==> config.mk <==
export PLATFORM = sky130hd
export DESIGN_NAME = bit_stream_tx
export DESIGN_NICKNAME = d
export VERILOG_FILES = /design/src/rtl/bit_clk_pkg.sv /design/src/rtl/bit_stream_tx_timer.sv /design/src/rtl/bit_stream_tx.sv
export SDC_FILE = /design/constraint.sdc
export NUM_CORES = 1
export LEC_CHECK = 0
export CORE_ASPECT_RATIO = 2
export CORE_MARGIN = 8
export CORE_UTILIZATION = 30
export DETAILED_ROUTE_END_ITERATION = 6
export SYNTH_ARGS = -nofsm -noshare
export SYNTH_HDL_FRONTEND = slang
export SYNTH_HIERARCHICAL = 1
export SYNTH_SLANG_ARGS = --single-unit
==> constraint.sdc <==
create_clock -name clk_300M -period 7.1 [get_ports clk_300M]
set_clock_uncertainty 0.2 [all_clocks]
set_input_delay 1.42 -clock clk_300M [delete_from_list [all_inputs] [get_ports clk_300M]]
set_output_delay 1.42 -clock clk_300M [all_outputs]
set_load 0.02 [all_outputs]
==> src/rtl/bit_clk_pkg.sv <==
// Shared constants and enums for the serial bit-stream transmitter.
package bit_clk_pkg;

    localparam int unsigned CLK_LEN      = 32;
    localparam int unsigned DATA_W       = 8;
    localparam int unsigned PREAMBLE_LEN = 16;
    localparam int unsigned MIN_PERIOD   = 4;

    typedef enum logic [1:0] {
        IDLE     = 2'd0,
        PREAMBLE = 2'd1,
        DATA     = 2'd2
    } tx_state_e;

    typedef enum logic {
        NRZ        = 1'b0,
        MANCHESTER = 1'b1
    } line_code_e;

endpackage

==> src/rtl/bit_stream_tx_timer.sv <==
// Bit timer: latches the clamped bit period at frame start and counts 0..P-1.
// The *_nx flags describe the next count so the caller can register its outputs.
module bit_timer #(
    parameter int unsigned CLK_LEN    = bit_clk_pkg::CLK_LEN,
    parameter int unsigned MIN_PERIOD = bit_clk_pkg::MIN_PERIOD
) (
    input  logic               clk,
    input  logic               rst,
    input  logic               load,
    input  logic               run,
    input  logic [CLK_LEN-1:0] bit_period,
    output logic               wrap,
    output logic               strobe_nx,
    output logic               half_nx,
    output logic               last_nx
);

    logic [CLK_LEN-1:0] period_q, period_d;
    logic [CLK_LEN-1:0] cnt_q, cnt_d;

    function automatic logic [CLK_LEN-1:0] clamp_period(input logic [CLK_LEN-1:0] p);
        if (p < CLK_LEN'(MIN_PERIOD)) begin
            return CLK_LEN'(MIN_PERIOD);
        end else begin
            return p;
        end
    endfunction

    assign wrap = (cnt_q == period_q - CLK_LEN'(1));

    // Period latch and wrapping counter, next values.
    always_comb begin
        period_d = period_q;
        cnt_d    = '0;
        if (load) begin
            period_d = clamp_period(bit_period);
            cnt_d    = '0;
        end else if (run) begin
            cnt_d = wrap ? '0 : cnt_q + CLK_LEN'(1);
        end else begin
            cnt_d = '0;
        end
    end

    // Flags for the count that becomes current after the next edge.
    always_comb begin
        strobe_nx = (cnt_d == '0);
        half_nx   = (cnt_d >= (period_d >> 1));
        last_nx   = (cnt_d == period_d - CLK_LEN'(1));
    end

    // Counter and period registers.
    always_ff @(posedge clk or posedge rst) begin
        if (rst) begin
            period_q <= '0;
            cnt_q    <= '0;
        end else begin
            period_q <= period_d;
            cnt_q    <= cnt_d;
        end
    end

endmodule

==> src/rtl/bit_stream_tx.sv <==
// Serial transmitter: alternating preamble then MSB-first payload, NRZ or Manchester,
// with back-to-back bytes accepted on the last cycle of the final data bit.
module bit_stream_tx #(
    parameter int unsigned CLK_LEN      = bit_clk_pkg::CLK_LEN,
    parameter int unsigned DATA_W       = bit_clk_pkg::DATA_W,
    parameter int unsigned PREAMBLE_LEN = bit_clk_pkg::PREAMBLE_LEN,
    parameter int unsigned MIN_PERIOD   = bit_clk_pkg::MIN_PERIOD
) (
    input  logic               clk_300M,
    input  logic               rst,
    input  logic [CLK_LEN-1:0] bit_period,
    input  logic               manchester,
    input  logic [DATA_W-1:0]  tx_data,
    input  logic               tx_valid,
    output logic               tx_ready,
    output logic               signal_out,
    output logic               bit_strobe,
    output logic               busy
);
    import bit_clk_pkg::*;

    localparam int unsigned IDX_MAX = (PREAMBLE_LEN > DATA_W) ? PREAMBLE_LEN : DATA_W;
    localparam int unsigned IDX_W   = (IDX_MAX > 1) ? $clog2(IDX_MAX) : 1;

    tx_state_e          state_q, state_d;
    logic [IDX_W-1:0]   idx_q, idx_d;
    logic [DATA_W-1:0]  shreg_q, shreg_d;
    line_code_e         manch_q, manch_d;
    logic               signal_out_q, signal_out_d;
    logic               bit_strobe_q, bit_strobe_d;
    logic               busy_q, busy_d;
    logic               tx_ready_q, tx_ready_d;
    logic               xfer_s, load_s, run_s, line_bit_s;
    logic               wrap_s, strobe_nx_s, half_nx_s, last_nx_s;

    assign xfer_s = tx_valid & tx_ready_q;
    assign load_s = (state_q == IDLE) & xfer_s;
    assign run_s  = (state_q != IDLE);

    bit_timer #(
        .CLK_LEN    (CLK_LEN),
        .MIN_PERIOD (MIN_PERIOD)
    ) u_bit_timer (
        .clk        (clk_300M),
        .rst        (rst),
        .load       (load_s),
        .run        (run_s),
        .bit_period (bit_period),
        .wrap       (wrap_s),
        .strobe_nx  (strobe_nx_s),
        .half_nx    (half_nx_s),
        .last_nx    (last_nx_s)
    );

    // State register; outputs are registered from next-state decode so they align with state.
    always_ff @(posedge clk_300M or posedge rst) begin
        if (rst) begin
            state_q      <= IDLE;
            idx_q        <= '0;
            shreg_q      <= '0;
            manch_q      <= NRZ;
            signal_out_q <= 1'b0;
            bit_strobe_q <= 1'b0;
            busy_q       <= 1'b0;
            tx_ready_q   <= 1'b0;
        end else begin
            state_q      <= state_d;
            idx_q        <= idx_d;
            shreg_q      <= shreg_d;
            manch_q      <= manch_d;
            signal_out_q <= signal_out_d;
            bit_strobe_q <= bit_strobe_d;
            busy_q       <= busy_d;
            tx_ready_q   <= tx_ready_d;
        end
    end

    // Next-state, bit index and shifter.
    always_comb begin
        state_d = state_q;
        idx_d   = idx_q;
        shreg_d = shreg_q;
        manch_d = manch_q;
        case (state_q)
            IDLE: begin
                if (xfer_s) begin
                    state_d = PREAMBLE;
                    idx_d   = '0;
                    shreg_d = tx_data;
                    manch_d = line_code_e'(manchester);
                end else begin
                    state_d = IDLE;
                end
            end
            PREAMBLE: begin
                if (!wrap_s) begin
                    idx_d = idx_q;
                end else if (idx_q == IDX_W'(PREAMBLE_LEN - 1)) begin
                    state_d = DATA;
                    idx_d   = '0;
                end else begin
                    idx_d = idx_q + IDX_W'(1);
                end
            end
            DATA: begin
                if (!wrap_s) begin
                    idx_d = idx_q;
                end else if (idx_q != IDX_W'(DATA_W - 1)) begin
                    idx_d   = idx_q + IDX_W'(1);
                    shreg_d = {shreg_q[DATA_W-2:0], 1'b0};
                end else if (xfer_s) begin
                    idx_d   = '0;
                    shreg_d = tx_data;
                end else begin
                    idx_d   = '0;
                    state_d = IDLE;
                end
            end
            default: begin
                state_d = IDLE;
                idx_d   = '0;
            end
        endcase
    end

    // Output decode of the next state; Manchester inverts the bit in the first half.
    always_comb begin
        case (state_d)
            PREAMBLE: line_bit_s = ~idx_d[0];
            DATA:     line_bit_s = shreg_d[DATA_W-1];
            default:  line_bit_s = 1'b0;
        endcase
        if (state_d == IDLE) begin
            signal_out_d = 1'b0;
        end else if (manch_d == MANCHESTER) begin
            signal_out_d = half_nx_s ? line_bit_s : ~line_bit_s;
        end else begin
            signal_out_d = line_bit_s;
        end
        busy_d       = (state_d != IDLE);
        bit_strobe_d = (state_d != IDLE) & strobe_nx_s;
        tx_ready_d   = (state_d == IDLE) |
                       ((state_d == DATA) & (idx_d == IDX_W'(DATA_W - 1)) & last_nx_s);
    end

    assign tx_ready   = tx_ready_q;
    assign signal_out = signal_out_q;
    assign bit_strobe = bit_strobe_q;
    assign busy       = busy_q;

endmodule

* Yosys cells after proc, flatten, opt, wreduce, memory -nomap -nowiden
Index checks and enable logic that the tools add are counted.
** Cells by class
- $add $sub $neg :: 4
- Magnitude comparators :: 2
- Equal/unequal tests :: 10
- Multiplexer cells :: 28
- Bitwise operators :: 8
- Reduce and logical (&&, ||, !) cells :: 7
** Operator list (count)
- 2-to-1 mux 32 bit :: 5
- equality test 32 bit :: 2
- subtractor 32 x 1 -> 32 bit, second input constant :: 2
- adder 32 x 1 -> 32 bit, second input constant :: 1
- >= comparator 32 x 31 -> 1 bit :: 1
- zero test 32 bit :: 1
- less-than comparator 32 x 3 -> 1 bit, second input constant :: 1
- 2-to-1 mux 8 bit :: 3
- 2-to-1 mux 4 bit :: 5
- case mux 8 bit (2 select lines) :: 1
- case mux 4 bit (3 select lines) :: 1
- 2-to-1 mux 2 bit :: 5
- 2-to-1 mux 1 bit :: 6
- case mux 2 bit (3 select lines) :: 1
- nonzero test 2 bit :: 3
- bitwise AND 1 bit :: 5
- adder 4 x 1 -> 4 bit, second input constant :: 1
- equality test 2 x 1 -> 1 bit, second input constant :: 2
- equality test 2 bit, second input constant :: 2
- equality test 4 x 3 -> 1 bit, second input constant :: 1
- equality test 4 bit, second input constant :: 1
- zero test 2 bit :: 2
- inequality test 4 x 3 -> 1 bit, second input constant :: 1
- inequality test 2 x 1 -> 1 bit, second input constant :: 1
- other kinds (4) :: 5
** Word-level totals
- Register bits :: 83
- Input bits :: 44
- Output and inout port bits :: 4
- Logic and storage cells :: 70

* Longest topological paths before layout
- Word-level depth :: 11
- Mapped depth :: 28
- Mapped depth without buffers :: 24

* Modules after synthesis
The synthesis kept the hierarchy.
** Modules (own cells, without submodules)
- bit_timer :: instances 1, cells an instance 790, area an instance 6503.7 µm²
- bit_stream_tx :: instances 1, cells an instance 118, area an instance 1127.3 µm²

* Worst setup path after synthesis
No wires, ideal clock.
- Kind :: input -> register
- Start point :: input tx_valid
- End point :: register tx_ready_q, in the netlist tx_ready
- Setup time :: 0.066 ns
- Data arrival time :: 6.473 ns
- Data required time :: 6.834 ns
- Path slack :: 0.361 ns
- Stages :: 22
- Path through :: nand2_1 nor2_2 clkbuf_1 buf_2 buf_1 buf_1 clkbuf_1 a21oi_1 inv_1 ha_1 o211ai_1 or2_2 buf_2 nor2_1 xnor2_1 xor2_1 or4b_1 a21oi_1 o21bai_1 a2111oi_2 and3_1 a41o_1
** Between the ends
- Elaborated cells on any way between the ends :: 19
- Those cells by class :: add/sub: 1; eq/ne: 3; mux: 9; bitwise: 5; reduce/logical: 1
** RTL lines
- start: declaration :: RTL line bit_stream_tx.sv:14 : input logic tx_valid,
- bitwise AND 1 bit :: RTL line bit_stream_tx.sv:36 : assign xfer_s = tx_valid & tx_ready_q;
- bitwise AND 1 bit :: RTL line bit_stream_tx.sv:37 : assign load_s = (state_q == IDLE) & xfer_s;
- named net load_s :: RTL line bit_stream_tx.sv:33 : logic xfer_s, load_s, run_s, line_bit_s;
- 2-to-1 mux 32 bit :: RTL line bit_stream_tx_timer.sv:35 : if (load) begin
- named net u_bit_timer.period_d[0] :: RTL line bit_stream_tx_timer.sv:18 : logic [CLK_LEN-1:0] period_q, period_d;
- subtractor 32 x 1 -> 32 bit :: RTL line bit_stream_tx_timer.sv:49 : last_nx = (cnt_d == period_d - CLK_LEN'(1));
- equality test 32 bit :: RTL line bit_stream_tx_timer.sv:49
- named net last_nx_s :: RTL line bit_stream_tx.sv:34 : logic wrap_s, strobe_nx_s, half_nx_s, last_nx_s;
- bitwise AND 1 bit :: RTL line bit_stream_tx.sv:143 : ((state_d == DATA) & (idx_d == IDX_W'(DATA_W - 1)) & last_nx_s);
- bitwise OR 1 bit :: RTL line bit_stream_tx.sv:142 : tx_ready_d = (state_d == IDLE) |
- named net tx_ready_d :: RTL line bit_stream_tx.sv:32 : logic tx_ready_q, tx_ready_d;
- end signal: assignment :: RTL line bit_stream_tx.sv:74 : tx_ready_q <= tx_ready_d;
- end: declaration :: RTL line bit_stream_tx.sv:32
The timed path passes the listed nets, and every way through them passes these cells.
A chain may end at the register's enable or synchronous reset.

* Final worst setup path
- Start point :: register u_bit_timer.period_q[0]
- End point :: register signal_out_q, in the netlist signal_out
** Between the ends
- Elaborated cells on any way between the ends :: 23
- Those cells by class :: add/sub: 1; order compare: 1; eq/ne: 3; mux: 15; bitwise: 2; reduce/logical: 1
** RTL lines
- start: declaration :: RTL line bit_stream_tx_timer.sv:18
- start signal: assignment :: RTL line bit_stream_tx_timer.sv:58 : period_q <= period_d;
- subtractor 32 x 1 -> 32 bit :: RTL line bit_stream_tx_timer.sv:29 : assign wrap = (cnt_q == period_q - CLK_LEN'(1));
- equality test 32 bit :: RTL line bit_stream_tx_timer.sv:29
- 2-to-1 mux 32 bit :: RTL line bit_stream_tx_timer.sv:39 : cnt_d = wrap ? '0 : cnt_q + CLK_LEN'(1);
- 2-to-1 mux 32 bit :: RTL line bit_stream_tx_timer.sv:38 : end else if (run) begin
- 2-to-1 mux 32 bit :: RTL line bit_stream_tx_timer.sv:35
- >= comparator 32 x 31 -> 1 bit :: RTL line bit_stream_tx_timer.sv:48 : half_nx = (cnt_d >= (period_d >> 1));
- named net half_nx_s :: RTL line bit_stream_tx.sv:34
- 2-to-1 mux 1 bit :: RTL line bit_stream_tx.sv:136 : signal_out_d = half_nx_s ? line_bit_s : ~line_bit_s;
- 2-to-1 mux 1 bit :: RTL line bit_stream_tx.sv:135 : end else if (manch_d == MANCHESTER) begin
- 2-to-1 mux 1 bit :: RTL line bit_stream_tx.sv:133 : if (state_d == IDLE) begin
- named net signal_out_d :: RTL line bit_stream_tx.sv:29 : logic signal_out_q, signal_out_d;
- end signal: assignment :: RTL line bit_stream_tx.sv:71 : signal_out_q <= signal_out_d;
- end: declaration :: RTL line bit_stream_tx.sv:29
The timed path passes the listed nets, and every way through them passes these cells. The select of a mux whose other input is x is not followed.

==> reports/metrics.csv <==
stage,metric,value,unit
outcome,status,completed,
detailed_routing,Vias per Instance,5.73,
critical_path,R2R setup slack,0.54,ns
synth,synth warn,6,
critical_path,CP required,7.16,ns
sta,FMAX,0.152,GHz
synth,post-synth top area cell,dfrtp_1,
detailed_routing,TritonRoute pass-1 iters,5,
power_and_ir_drop,internal power,746,uW
floorplanning,Initial Util,30.5,%
clock_network,Setup Buffers After CTS,0,
final_layout,Syn-to-layout area delta,18.4,%
synth,asr flop ratio synth,100,%
final_layout,Filler Cell Count,2668,
global_route,grt ovf,0,
final_layout,Seq. cell area,2080,um^2
final_layout,Finished Layout Cells,1326,
hold_path,worst min path class,reg -> reg,
clock_network,CTS Root Cell,clkbuf_16,
final_layout,share of cells above drive strength 1,11.6,%
global_route,gr usage total,23.5,%
power_and_ir_drop,sequential power share,47.7,%
place,IO buf count,47,
synth,top-area cell type share of the netlist area,27.2,%
place,placed instance count,1310,
clock_network,CTS max path bufs,2,
critical_path,Reg2Reg Depth,26,
sta,Finish-stage setup viols,0,
sta,final worst slack,0.537,ns
critical_path,crit end category,flip-flop,
power_and_ir_drop,Lkg Pwr,0.00410,uW
synth,Post-synth EDFFs,0,
detailed_routing,final WL,36000,um
critical_path,"most used cell, CP",a21o_1,
power_and_ir_drop,Sw Ratio,24.7,%
job,MaxCap Viol Count,0,
synth,syn avg cell area,8.40,um^2
critical_path,Worst setup SP type,flip-flop,
power_and_ir_drop,peak supply drop,0.110,mV
sta,RSZ-0062 raised after global routing,no,
sta,Tmin final,6.56,ns
floorplanning,die height,242,um
clock_network,CTS Hold Bufs,0,
clock_network,cts bufs inserted,9,
synth,ranking of synthesized cells by area,"dfrtp_1, xnor2_1, ha_1",
synth,synthesis-stage register bit count,83,
power_and_ir_drop,Comb pwr share,4.7,%
clock_network,clock sink count,83,
sta,Tcrit/Tclk final,92.4,%
critical_path,start point of the critical path,u_bit_timer/period_q[0],
detailed_routing,post-detailed-route wirelength per cell,27.1,um
synth,register area share after synthesis,27.2,%
detailed_routing,DR iter-0 viols,505,
floorplanning,die area,31100,um^2
clock_network,H-tree Lvls,3,
place,Final Wtd Congestion,1.12,
power_and_ir_drop,clock power share,47.6,%
floorplanning,Row Count,82,
final_layout,n_diodes,0,
final_layout,area of the multi-input gates,5140,um^2
sta,normalized max-slew margin,33.1,%
critical_path,Reg-to-Reg Start,u_bit_timer/period_q[0],
clock_network,"Reg clk slew, reported paths",0.07,ns
critical_path,critical path type,reg -> reg,
global_route,initial antenna violation count,0,
clock_network,clk_lat worst skew,0.37,ns
power_and_ir_drop,overall power,990,uW
critical_path,Crit path largest cell delay,0.65,ns
sta,Fin Setup TNS,0,ns
detailed_routing,antenna-violating nets left,0,
critical_path,CP max-delay cell,or4b_2,
floorplanning,Placeable Area,25000,um^2
floorplanning,# IOs,48,
place,Place WS,0.390,ns
detailed_routing,DRC,0,
synth,top_reg_cell synth,dfrtp_1,
global_route,first-pass GRT wire length,52100,um
synth,Syn Inst Count,908,
clock_network,CTS-repair resized insts,0,
critical_path,Critical Path AT,6.62,ns
critical_path,RR Endpoint,signal_out,
detailed_routing,via count,7593,
global_route,number of global-route vias before repair,7905,
synth,Synthesized Nets,990,
clock_network,CTS tree,built,
sta,Slew @ Worst Pin,0.997,ns
critical_path,CP max FO,5,
place,post-detail-place hpwl,29000,um
synth,Yosys cell types,88,
power_and_ir_drop,Pwr Density,110,nW/um^2
sta,max-slew violations,0,
global_route,largest net degree at the start of global routing,65,
final_layout,final net count,1067,
sta,Final Hold Viols,0,
floorplanning,die width,129,um
critical_path,Critical path destination,signal_out,
power_and_ir_drop,Net Sw Power,245,uW
synth,mapped cell area,7630,um^2
## critical path, delay by kind of cell, from the launching register on
family | cells | cell delay [ns]
muxes | 1 | 0.26
and+or+nand+nor | 7 | 2.12
DFF | 1 | 0.44
AOI/OAI and AO/OA | 12 | 2.36
adders and majority gates | 2 | 0.45
buffers and inverters | 4 | 0.61
## layout by cell type (no fill, tap or decap), types with 35 or more instances in the layout
master,count
nor2_1,87
dfrtp_1,83
xnor2_1,79
nand2_1,67
buf_4,56
inv_1,52
clkdlybuf4s50_1,47
nor3_1,43
nand3_1,39
ha_1,38
xor2_1,35
## layout make-up
class                   count  area share (%)
clock buffers              10            2.65
clock inverters             6           0.540
inverters                  53            2.20
multi-input cells         734            56.9
flip-flops and latches     83            23.0
well taps                 336            4.65
repair buffers            104            10.1
## sequential cells by signal (all words and copies together) (netlist names)
signal / count
bit_strobe: 1
busy: 1
idx_q: 4
manch_q: 1
shreg_q: 8
signal_out: 1
state_q: 2
tx_ready: 1
u_bit_timer/cnt_q: 32
u_bit_timer/period_q: 32
## synth_stat cells, drive strengths merged (4+ instances only)
library cell   n
a211o          4
a21o          17
xnor2         80
nor4b          4
o221ai         4
nor2b          9
and4           8
nand2         67
or3           12
a21oi         24
nand4         25
o21ai         19
nand2b        13
a22oi          9
buf           22
o211ai         7
o31ai          6
nor4          25
and2           4
dfrtp         83
nor2          88
nor3          44
xor2          35
ha            38
and3          11
mux2i         33
or2            5
clkbuf        16
or4b           9
nand3         39
o2111ai        6
mux2           4
a211oi        11
nand4b         6
or4           15
inv           53
## worst min path at each step
stage / startpoint / to / slack (ns) / depth (start not counted)
finish: shreg_q[1] / shreg_q[2] / 0.28 / 2
global route: shreg_q[0] / shreg_q[1] / 0.30 / 2
CTS: shreg_q[4] / shreg_q[5] / 0.28 / 2
detailed placement: shreg_q[5] / shreg_q[6] / 0.26 / 2
global placement: shreg_q[1] / shreg_q[2] / 0.25 / 2
floorplan: shreg_q[0] / shreg_q[1] / 0.24 / 2
## stage by stage
stage               util (%)  hold slack (ns)  cell area, um^2
detailed placement      34.9            0.262             8750
global route            36.1            0.303             9030
global placement        34.9            0.250             8750
finish                  36.1            0.276             9030
floorplan                  -            0.238             7630
CTS                     36.1            0.281             9030
## logic make-up after synthesis
logic type	after synthesis	share of synthesized area, %
adder cells (fa/ha/maj)	38	6.23
AO/OA/AOI/OAI	149	14.7
buffers and inverters	91	5.49
XOR/XNOR	115	13.3
multiplexers	37	4.97
AND/OR/NAND/NOR	395	28.1
flip-flops	83	27.2
## power groups by stage
stage	clock (uW)	combinational (uW)	sequential, uW
2_1_floorplan	0	9.31	482
3_3_place_gp	0	46.6	482
3_5_place_dp	0	46.8	482
4_1_cts	482	47.1	473
5_1_grt	497	50.5	472
6_report	471	46.8	473
## routing by layer
metal | vias up | track usage (%) | wire (um)
met2 | 309 | 41.9 | 18700
met3 | 134 | 4.81 | 1730
li1 | 3466 | - | -
met4 | 0 | 23.0 | 3800
met5 | - | 0 | 0
met1 | 3684 | 21.0 | 11700
Power figures use the tool's default switching activity.
